### src/rtl/serial_subtractor_pkg.sv
// serial_subtractor_pkg: FSM state encoding and counter-width helper
package serial_subtractor_pkg;

    localparam logic [1:0] IDLE  = 2'd0;
    localparam logic [1:0] SHIFT = 2'd1;
    localparam logic [1:0] DONE  = 2'd2;

    function automatic int clog2(input int v);
        int r;
        r = 0;
        while ((1 << r) < v) r++;
        return (r < 1) ? 1 : r;
    endfunction

endpackage

### src/rtl/serial_subtractor_fullsubtractor.sv
// fullsubtractor: one-bit x - y - bin with borrow out
module fullsubtractor (
    input  logic x,
    input  logic y,
    input  logic bin,
    output logic bout,
    output logic diff
);

    assign diff = x ^ y ^ bin;
    assign bout = (~x & y) | (~(x ^ y) & bin);

endmodule

### src/rtl/serial_subtractor.sv
// serial_subtractor: bit-serial a - b, LSB first, one bit per cycle
module serial_subtractor
    import serial_subtractor_pkg::*;
#(
    parameter int WIDTH = 8
) (
    input  logic             clk,
    input  logic             rst_n,
    input  logic             start,
    input  logic [WIDTH-1:0] a,
    input  logic [WIDTH-1:0] b,
    output logic             busy,
    output logic             done,
    output logic [WIDTH-1:0] diff,
    output logic             bout
);

    localparam int CW = clog2(WIDTH);
    localparam logic [CW-1:0] LAST = CW'(WIDTH - 1);

    logic [1:0]       state, nxt;
    logic [CW-1:0]    cnt;
    logic [WIDTH-1:0] ra, rb, res;
    logic             brw, d, bn, accept, last;

    fullsubtractor u_fs (
        .x    (ra[0]),
        .y    (rb[0]),
        .bin  (brw),
        .bout (bn),
        .diff (d)
    );

    // start is only honoured outside SHIFT, so a running subtraction cannot be disturbed
    assign accept = start && state != SHIFT;
    assign last   = state == SHIFT && cnt == LAST;

    always_comb begin
        nxt = accept ? SHIFT : state == SHIFT ? (last ? DONE : SHIFT) : IDLE;
    end

    always_ff @(posedge clk or negedge rst_n) begin
        if (!rst_n) begin
            state <= IDLE;
            cnt   <= '0;
            ra    <= '0;
            rb    <= '0;
            res   <= '0;
            brw   <= 1'b0;
        end else begin
            state <= nxt;
            if (accept) begin
                ra  <= a;
                rb  <= b;
                brw <= 1'b0;
                cnt <= '0;
            end else if (state == SHIFT) begin
                ra  <= ra >> 1;
                rb  <= rb >> 1;
                res <= {d, res[WIDTH-1:1]};
                brw <= bn;
                cnt <= cnt + 1'b1;
            end
        end
    end

    assign busy = state == SHIFT;
    assign done = state == DONE;
    assign diff = res;
    assign bout = brw;

endmodule

### config.mk
export PLATFORM = sky130hd
export DESIGN_NAME = serial_subtractor
export DESIGN_NICKNAME = d
export VERILOG_FILES = /design/src/rtl/serial_subtractor_pkg.sv /design/src/rtl/serial_subtractor_fullsubtractor.sv /design/src/rtl/serial_subtractor.sv
export SDC_FILE = /design/constraint.sdc
export NUM_CORES = 1
export LEC_CHECK = 0
export CAP_MARGIN = 20
export CORE_UTILIZATION = 30
export DETAILED_ROUTE_END_ITERATION = 7
export SYNTH_ARGS = -nofsm -noshare
export SYNTH_HDL_FRONTEND = slang
export SYNTH_HIERARCHICAL = 1
export SYNTH_SLANG_ARGS = --single-unit
### constraint.sdc
create_clock -name clk -period 2.7 [get_ports clk]
set_clock_uncertainty 0.15 [all_clocks]
set_input_delay 0.405 -clock clk [delete_from_list [all_inputs] [get_ports clk]]
set_output_delay 0.405 -clock clk [all_outputs]
set_load 0.02 [all_outputs]
== After elaboration in Yosys (flattened, before gate mapping) ==
Index checks and enable logic that the tools add are counted.

* Bits in registers: 30
* Input port bits: 19
* Output and inout bits: 11
* Word-level logic and storage cells: 34

* $add $sub $neg: 1
* Equality and inequality tests: 4
* Multiplexer cells: 11
* Bitwise operators: 8
* Reduce and logical (&&, ||, !) cells: 4

{| class="wikitable"
|+ Operators with widths
! kind !! number
|-
| $mux 8 || 4
|-
| $mux 2 || 3
|-
| $mux 3 || 2
|-
| $add 3x1->3 const B || 1
|-
| $eq 3x3->1 const B || 1
|-
| $not 1->1 || 3
|-
| $and 1x1->1 || 2
|-
| $eq 2x1->1 const B || 1
|-
| $eq 2x2->1 const B || 1
|-
| $logic_and 1x1->1 || 2
|-
| $mux 1 || 2
|-
| $ne 2x1->1 const B || 1
|-
| $reduce_and 2->1 || 1
|-
| $reduce_bool 2->1 || 1
|-
| $xor 1x1->1 || 2
|-
| $or 1x1->1 || 1
|}

== Longest topological paths before layout ==
Gate-level depths: netlist (run 1).

* Depth after elaboration: 6
* Depth in mapped cells: 4
* Depth with buffers taken out: 4

== Hierarchy ==
Netlist (run 1), hierarchy kept.

{| class="wikitable"
|+ By module, submodules not included
! module !! instances !! cells an instance !! area an instance (um^2) !! seq. area each (um^2)
|-
| serial_subtractor || 1 || 91 || 1471.4 || 750.7
|-
| fullsubtractor || 1 || 4 || 31.3 || 0.0
|}

== Least setup slack after synthesis (run 1) ==
OpenSTA, ideal clock, no wires.

* Path kind: flip-flop to flip-flop
* Start: reg brw (netlist: bout)
* End: reg res[7] (netlist: diff[7])
* Library setup time: 0.125 ns
* Data arrival time: 1.182 ns
* Required time: 2.425 ns
* Slack: 1.243 ns
* Stages on the path, launching flop included: 4
* Buffers on the path: 0
* Clock period less this slack: 1.457 ns
* Cell sequence: dfrtp_1 -> inv_1 -> fa_1 -> mux2_2

* Word-level cells in the longest chain between the ends: 1

{| class="wikitable"
|+ Ends and longest elaborated chain
! what !! RTL line !! text
|-
| start, declared || serial_subtractor.sv:24 || <nowiki>logic brw, d, bn, accept, last;</nowiki>
|-
| start signal, assigned || serial_subtractor.sv:61 || <nowiki>brw <= bn;</nowiki>
|-
| $xor 1x1->1 || serial_subtractor_fullsubtractor.sv:10 || <nowiki>assign diff = x ^ y ^ bin;</nowiki>
|-
| named net d || serial_subtractor.sv:24 ||
|-
| end signal, assigned || serial_subtractor.sv:60 || <nowiki>res <= {d, res[WIDTH-1:1]};</nowiki>
|-
| end, declared || serial_subtractor.sv:23 || <nowiki>logic [WIDTH-1:0] ra, rb, res;</nowiki>
|}

The timed path passes the listed nets, and every way through them passes these cells.
A chain may end at the register's enable or synchronous reset.

== Worst setup path in the final report (run 1) ==
* Start: reg state[1]
* End: out busy

* Word-level cells in the longest chain between the ends: 1

{| class="wikitable"
|+ Ends and longest elaborated chain
! what !! RTL line !! text
|-
| start, declared || serial_subtractor.sv:21 || <nowiki>logic [1:0] state, nxt;</nowiki>
|-
| start signal, assigned || serial_subtractor.sv:51 || <nowiki>state <= nxt;</nowiki>
|-
| $eq 2x1->1 || serial_subtractor.sv:67 || <nowiki>assign busy = state == SHIFT;</nowiki>
|-
| end, declared || serial_subtractor.sv:12 || <nowiki>output logic busy,</nowiki>
|}

No other way between the ends.

==> results of run 1 <==
-- power breakdown --
group          switching, mW  internal (mW)
clock                  0.163          0.393
combinational          0.413          0.633
sequential             0.122          0.653
total                  0.698           1.68
-- sequential cells by signal, indices dropped and copies added, names as in the netlist --
name and cells:
diff 8, ra 8, rb 8, cnt 3, state 2, bout 1
-- cells in the mapped netlist (all sizes together) --
cell type   n
and2        1
nor2        2
mux2i       4
nor2b       4
dfrtp      30
fa          1
buf         5
nand2b      2
ha          2
mux2       39
inv         5
-- cell families (layout without fill, tap and decap cells) --
| family | count (synthesis) | after routing | share of synthesized area [%] |
|---|---|---|---|
| adder cells (fa/ha/maj) | 3 | 3 | 3.00 |
| buffers and inverters | 10 | 44 | 5.00 |
| flip-flops | 30 | 30 | 50.0 |
| multiplexers | 43 | 43 | 38.1 |
| AND/OR/NAND/NOR | 9 | 9 | 3.91 |
-- how the worst max path moves through the flow --
stage	endpoint	slack, ns	startpoint
5_1_grt	busy	0.20	state[1]
3_3_place_gp	busy	0.60	state[1]
3_5_place_dp	busy	0.57	state[1]
6_report	busy	0.30	state[1]
4_1_cts	busy	0.26	state[1]
2_1_floorplan	diff[7]	1.24	bout
-- layout make-up --
type / instances / area (µm²) / share of cell area (%)
clock inverters: 2 / 60.1 / 3.04
multi-input cells: 55 / 677 / 34.2
inverters: 5 / 18.8 / 0.949
clock buffers: 6 / 82.6 / 4.17
well taps: 67 / 83.8 / 4.24
flip-flops and latches: 30 / 751 / 38.0
repair buffers: 31 / 305 / 15.4
-- stage by stage --
stage	cell area, µm²	instances
floorplan	1500	95
global placement	1840	188
detailed placement	1840	188
CTS	1980	196
global route	1980	196
finish	1980	196
-- critical path: stages (launching register included) --
cell and delay, ns:
dfrtp_1 0.37, nand2b_4 0.33, inv_2 0.24, clkdlybuf4s50_1 0.63
-- routing by layer --
metal	track usage, %	vias up	share of wire (%)	routed length [µm]
met5	0	-	0	0
met4	5.23	0	1.7	45
met3	3.59	7	4.7	123
met2	16.8	21	47	1230
met1	13.3	411	46	1190
li1	-	387	-	-
-- placed cells by master, fill, tap and decap left out --
| master | instances |
|---|---|
| buf_4 | 2 |
| clkbuf_8 | 6 |
| fa_1 | 1 |
| nor2_1 | 2 |
| ha_1 | 2 |
| inv_1 | 4 |
| nor2b_1 | 4 |
| mux2_2 | 14 |
| mux2i_1 | 4 |
| and2_1 | 1 |
| bufinv_16 | 2 |
| clkdlybuf4s50_1 | 29 |
| mux2_4 | 25 |
| inv_2 | 1 |
| dfrtp_1 | 30 |
| nand2b_1 | 1 |
| nand2b_4 | 1 |
==> results.md, run 1 <==
* First-pass GRT wire length at around 4200 µm
* Maximum VDD drop at 0.351 mV
* Syn_nets at about 120
* Reg-to-reg endpoint: diff[1]
* Iteration-0 DRC Markers at around 40
* Initial core utilization at 31.4%
* Cell Pwr Density at approximately 1200 nW/µm²
* Core box area at approximately 4800 µm²
* Antenna fix cells at 0
* Part of the Yosys area used for sequential elements at approximately 50%
* Hold Crit Endpoint: cnt[0]
* Chip width at approximately 73 µm
* Worst-path clk slew at 0.06 ns
* Max Freq at 417 MHz
* Critical path capture point type: output pin
* Die Height at just over 70 µm
* Yosys warns at 6
* Htree depth at 2
* Worst r2r src: state[1]
* Pins over their slew limit at 0
* Hold Crit Class: reg -> reg
* WHS at approximately 0.35 ns
* Status: completed
* CTS Buffer Depth at 2
* CP max FO at 24
* Gr usage total at between 10% and 20%
* Clock Latency Late Sink at between 0.2 and 0.3 ns
* Final worst slack at between 0.3 and 0.4 ns
* Synth area leader: dfrtp_1
* Final Hold Viols at 0
* Fin util at between 40 and 50%
* Startpoint Class: flip-flop
* Tightest Pin Transition at around 0.41 ns
* Rows at 25
* CTS resizes at 0
* Final setup viols at 0
* Vias in the first global route at 931
* Post-synth top area share at about half
* Arr. time, crit path at 1.84 ns
* Root Driver: clkbuf_8
* Post-layout min period at ~2.4 ns
* DRC Markers at 0
* Port Buffers at 29
* Max-cap violations at 0
* Total number of vias at 826
* Worst r2r path cells at 3
* CTS tree: yes
* WL/cell at 13.2 µm
* Number of CTS-inserted buffers at 5
* Vias/cell at about 4.2
* Synth top area cells: dfrtp_1 50%, mux2_4 25%, mux2_2 10%
* Hold buffer count at CTS at 0
* Final wirelength at around 2600 µm
* Hold depth at 1
* Setup slack, reg-to-reg at around 1.1 ns
* Post-synth cell types at 14
* Filler cells at 440
* Largest net degree at the start of global routing at 31
* Worst slack, placed at 0.570 ns
* Tot Pwr at 2.38 mW
* Nets at 150
* Ratio of cells with drive above 1 in the final layout at 39.5%
* Slew Limit Headroom at between 70 and 80%
* Drt first pass iters at 4
* Avg Cell Area, Syn at 15.8 µm²
* Cells after Synth at 95
* I/O pin count at 30
* Leakage power at 0.911 nW
* Period utilization at around nine tenths
* Post-synthesis register bit count at 30
* Post CTS Setup Buffer Count at 0
* HPWL after DPL at between 1500 and 2000 µm
* Post-Route Setup TNS at 0 ns
* Antenna viol nets, final at 0
* Kind of critical path: reg -> out
* Area delta synth->final at 31.6%
* GPL Wtd Cong at just under 0.7
* Clk sinks at 30
* Crit path required time at 2.14 ns
* Initial antenna violation count at 0
* RSZ-0062 raised after global routing: no
* Die ar. at around 5300 µm²
* Mapped Area at around 1500 µm²
* Hold path start: cnt[0]
* GRT overflow at 0
(Power assumes the default switching activity.)
==> inputs of run 2 (changes only) <==
- clock period: 2.7 -> 2.6 ns (I/O delays scaled with it)
==> results.md, run 2 (synthesis results as in run 1) <==
* Port Buffers at 29
* Sequential share of power at ~36%
* Critical path capture point type: output pin
* Worst-path clk slew at ~0.060 ns
* Clock Latency Late Sink at between 0.2 and 0.3 ns
* Final worst slack at between 0.4 and 0.5 ns
* Slew Limit Headroom at approximately three quarters
* Area occupied by multi-input gates at a little under 700 µm²
* Chip width at between 70 and 80 µm
* Cell depth of the worst setup path at 3
* RSZ-0062 raised after global routing: no
* Max Freq at between 400 and 500 MHz
* CTS Buffer Depth at 2
* Psw at ~700 µW
* Initial antenna violation count at 0
* GPL Wtd Cong at 0.676
* Commonest non-fill, non-tap cells in the layout: 30 x dfrtp_1, 29 x clkdlybuf4s50_1, 25 x mux2_4, 14 x mux2_2, 6 x clkbuf_8
* Initial core utilization at about a third
* Die Height at about 73 µm
* Crit path required time at slightly above 2 ns
* I/O pin count at 30
* Post-layout min period at about 2.1 ns
* Nets at 151
* CTS resizes at 0
* Hold Crit Class: reg -> reg
* Cell Pwr Density at around 1200 nW/µm²
* Tightest Pin Transition at 0.388 ns
* Met1 Use GR at about an eighth
* Tot Pwr at about 2.3 mW
* Period utilization at roughly four fifths
* Most common cell after layout, fill and taps aside: dfrtp_1
* Sw Share at ~31%
* Maximum VDD drop at approximately 0.41 mV
* HPWL after DPL at between 1500 and 2000 µm
* Reg-to-reg endpoint: ra[4]
* CP Cell Sequence: nand2b_4 > inv_2 > clkdlybuf4s50_1
* Pins over their slew limit at 0
* Busiest grt layer: met2
* Clk sinks at 30
* Worst r2r src: state[0]
* Post-Route Setup TNS at 0 ns
* Worst r2r path cells at 3
* Post CTS Setup Buffer Count at 0
* Critical path buffers and inverters at 2
* GRT overflow at 0
* Arr. time, crit path at approximately 1.6 ns
* Filler cells at 446
* Comb power frac at around 48%
* Vias/cell at roughly 4.3
* DRC Markers at 0
* Antenna fix cells at 0
* Clock power frac at between 10% and 20%
* Status: completed
* Total number of vias at roughly 840
* Area delta synth->final at 28.7%
* Number of CTS-inserted buffers at 5
* Root Driver: clkbuf_8
* Final wirelength at 2500 µm
* Crit-path slowest cell: clkdlybuf4s50_1
* Die ar. at ~5300 µm²
* Vias in the first global route at 915
* Core box area at 4790 µm²
* Worst Setup EP: busy
* Final Hold Viols at 0
* Antenna viol nets, final at 0
* Gr usage total at between 10% and 20%
* Startpoint Class: flip-flop
* Max-cap violations at 0
* Delay-heaviest family, CP: buffers and inverters
* Drt first pass iters at 3
* Rows at 25
* Worst slack, placed at 0.516 ns
* Met3 GRT Util at between 4 and 5%
* Largest net degree at the start of global routing at 31
* Leakage power at 0.893 nW
* Fin util at 40.4%
* CP max stage delay at between 0.6 and 0.7 ns
* First-pass GRT wire length at approximately 4200 µm
* Iteration-0 DRC Markers at between 40 and 50
* WL/cell at around 13 µm
* Ratio of cells with drive above 1 in the final layout at 39.2%
* CP max FO at 8
* Final setup viols at 0
* Setup slack, reg-to-reg at between 1 and 1.5 ns
* Kind of critical path: reg -> out
* Register area at 751 µm²
* Internal Power at ~1.6 mW
* CTS tree: yes
* Htree depth at 2
* Hold buffer count at CTS at 0
* Crit path launch: state[1]
* Met2 GRT Util at between 10% and 20%
## run 2: changes by cell type in the layout (fill, tap and decap cells not counted), sizes merged
cell | previous run | this run
bufinv | 2 | 0
clkbuf | 6 | 7
buf | 2 | 3
clkinv | 0 | 1
## run 2: layout make-up
cell class,instances,share of cell area [%]
flip-flops and latches,30,38.8
multi-input cells,55,35.0
repair buffers,32,16.2
clock buffers,7,4.46
well taps,67,4.33
inverters,5,0.970
clock inverters,1,0.259
## run 2: worst register-to-register path, cell delays in order (launching register included)
cell and delay, ns:
dfrtp_1 0.41, nand2b_4 0.08, buf_4 0.35, mux2_2 0.39
## run 2: worst min path at each step
stage	startpoint	endpoint	slack, ns	cells after the start
global route	cnt[0]	cnt[0]	0.35	1
floorplan	rst_n	bout	-0.06	0
CTS	cnt[0]	cnt[0]	0.34	1
finish	cnt[0]	cnt[0]	0.34	1
global placement	cnt[0]	cnt[0]	0.32	1
detailed placement	cnt[0]	cnt[0]	0.33	1
## run 2: metal layers
metal	vias to the layer above	wire length, µm	part of all wire [%]
met5	-	0	0
li1	393	-	-
met1	420	1080	43
met3	6	115	4.6
met4	0	44	1.8
met2	20	1270	51
## run 2: metrics by stage
stage          std cells  hold slack [ns]  area, µm²
2_1_floorplan         95          -0.0556       1500
3_3_place_gp         189            0.324       1840
3_5_place_dp         189            0.329       1840
4_1_cts              197            0.339       1930
5_1_grt              197            0.348       1930
6_report             197            0.335       1930
## run 2: power groups by stage
stage	logic, mW	clock network [mW]	registers (mW)
2_1_floorplan	0.761	0	0.871
3_3_place_gp	1.07	0	0.807
3_5_place_dp	1.10	0	0.814
4_1_cts	1.11	0.391	0.809
5_1_grt	1.17	0.410	0.834
6_report	1.08	0.375	0.804
==> inputs of run 3 (changes only) <==
- clock period: 2.6 -> 1.9 ns (I/O delays scaled with it)
==> results.md, run 3 (synthesis results as in run 1) <==
* Status: completed
* Maximum VDD drop at between 0.4 and 0.5 mV
* Filler cells at about 450
* Commonest non-fill, non-tap cells in the layout: 30 x dfrtp_1, 27 x clkdlybuf4s50_1, 25 x mux2_4, 14 x mux2_2, 5 x clkbuf_8
* Cell depth of the worst setup path at 1
* Period utilization at around 89%
* Pins over their slew limit at 0
* CP max FO at 3
* WHS at approximately 0.25 ns
* Setup slack, reg-to-reg at ~0.41 ns
* Port Buffers at 29
* Kind of critical path: reg -> out
* GPL Wtd Cong at around 0.67
* CP max stage delay at around 0.62 ns
* Htree depth at 2
* GRT overflow at 0
* Largest net degree at the start of global routing at 31
* Hold buffer count at CTS at 0
* Crit-path slowest cell: clkdlybuf4s50_1
* Sw Share at between 30% and 40%
* Initial antenna violation count at 0
* DRC Markers at 0
* Die Height at approximately 73 µm
* Hold Crit Class: in -> async
* Rows at 25
* Met1 Use GR at about an eighth
* Antenna fix cells at 0
* Final setup viols at 0
* Clock power frac at approximately 15%
* Iteration-0 DRC Markers at 44
* Critical path capture point type: output pin
* Post CTS Setup Buffer Count at 0
* Area delta synth->final at 29.4%
* Nets at ~150
* Slew Limit Headroom at 74.1%
* Post-layout min period at 1.69 ns
* Clk sinks at 30
* Number of CTS-inserted buffers at 5
* Max Freq at between 500 and 600 MHz
* Tightest Pin Transition at between 0.3 and 0.4 ns
* Post-Route Setup TNS at 0 ns
* First-pass GRT wire length at 4290 µm
* Gr usage total at 11.0%
* Total number of vias at 833
* Drt first pass iters at 4
* Met3 GRT Util at 3.73%
* CTS Buffer Depth at 2
* WL/cell at around 13 µm
* Ratio of cells with drive above 1 in the final layout at approximately 38%
* Comb power frac at 48.9%
* Max-cap violations at 0
* Busiest grt layer: met2
* Tot Pwr at 3.06 mW
* Fin util at roughly two fifths
* Initial core utilization at between 30% and 40%
* Root Driver: clkbuf_8
* Arr. time, crit path at roughly 1.3 ns
* Critical path buffers and inverters at 1
* Met2 GRT Util at a little under a fifth
* RSZ-0062 raised after global routing: no
* HPWL after DPL at 1640 µm
* Worst r2r path cells at 3
* Core box area at between 4000 and 5000 µm²
* Psw at approximately 960 µW
* Startpoint Class: flip-flop
* Leakage power at 0.914 nW
* Worst-path clk slew at roughly 0.060 ns
* Die ar. at approximately 5300 µm²
* Most common cell after layout, fill and taps aside: dfrtp_1
* Vias/cell at between 4 and 5
* Cell Pwr Density at between 1500 and 2000 nW/µm²
* Delay-heaviest family, CP: buffers and inverters
* Clock Latency Late Sink at roughly 0.27 ns
* Final Hold Viols at 0
* Chip width at just over 70 µm
* Crit path required time at 1.46 ns
* Final wirelength at about 2500 µm
* CTS tree: yes
* Vias in the first global route at about 900
* Sequential share of power at between 30% and 40%
* CP Cell Sequence: clkdlybuf4s50_1
* I/O pin count at 30
* Antenna viol nets, final at 0
* Internal Power at ~2.1 mW
==> run 3: cell count changes in the layout (fill, tap and decap cells not counted), sizes merged <==
cell	delta
buf	+1
clkdlybuf4s50	-2
clkinv	-1
dlymetal6s2s	+2
==> run 3: what timing repair did <==
item                                    in CTS  in global routing
endpoints found under the setup margin       0                  2
gates resized for setup                      0                  2
hold endpoints to repair                     0                  0
==> run 3: worst paths after layout <==
kind	endpoint	from
setup / recovery	diff[2]	diff[2]
hold / removal	ra[3]	rst_n
setup reg to reg	diff[3]	state[0]
hold reg to reg	cnt[0]	cnt[0]
max in group asynchronous	state[1]	rst_n
min in group clk	cnt[0]	cnt[0]
==> run 3: routing by layer <==
metal	wire length, µm	part of all wire, %
met1	1080	44
met2	1230	50
met3	127	5.1
met4	31	1.3
met5	0	0
==> run 3: layout make-up <==
cell class | count | area, µm² | area share (%)
well taps | 67 | 83.8 | 4.31
repair buffers | 33 | 338 | 17.4
clock buffers | 7 | 76.3 | 3.93
inverters | 5 | 18.8 | 0.965
flip-flops and latches | 30 | 751 | 38.6
multi-input cells | 55 | 677 | 34.8
==> run 3: stage by stage <==
step	setup slack [ns]	cells	area, µm²
floorplan	0.443	95	1500
finish	0.207	197	1940
global route	0.147	197	1940
CTS	0.0265	197	1940
detailed placement	0.0269	190	1860
global placement	0.0473	190	1860
==> run 3: power groups by stage <==
stage / Clock [mW] / Sequential, mW / Combinational [mW]
floorplan: 0 / 1.19 / 1.04
global placement: 0 / 1.10 / 1.49
detailed placement: 0 / 1.11 / 1.52
CTS: 0.481 / 1.11 / 1.53
global route: 0.519 / 1.15 / 1.60
finish: 0.465 / 1.10 / 1.50
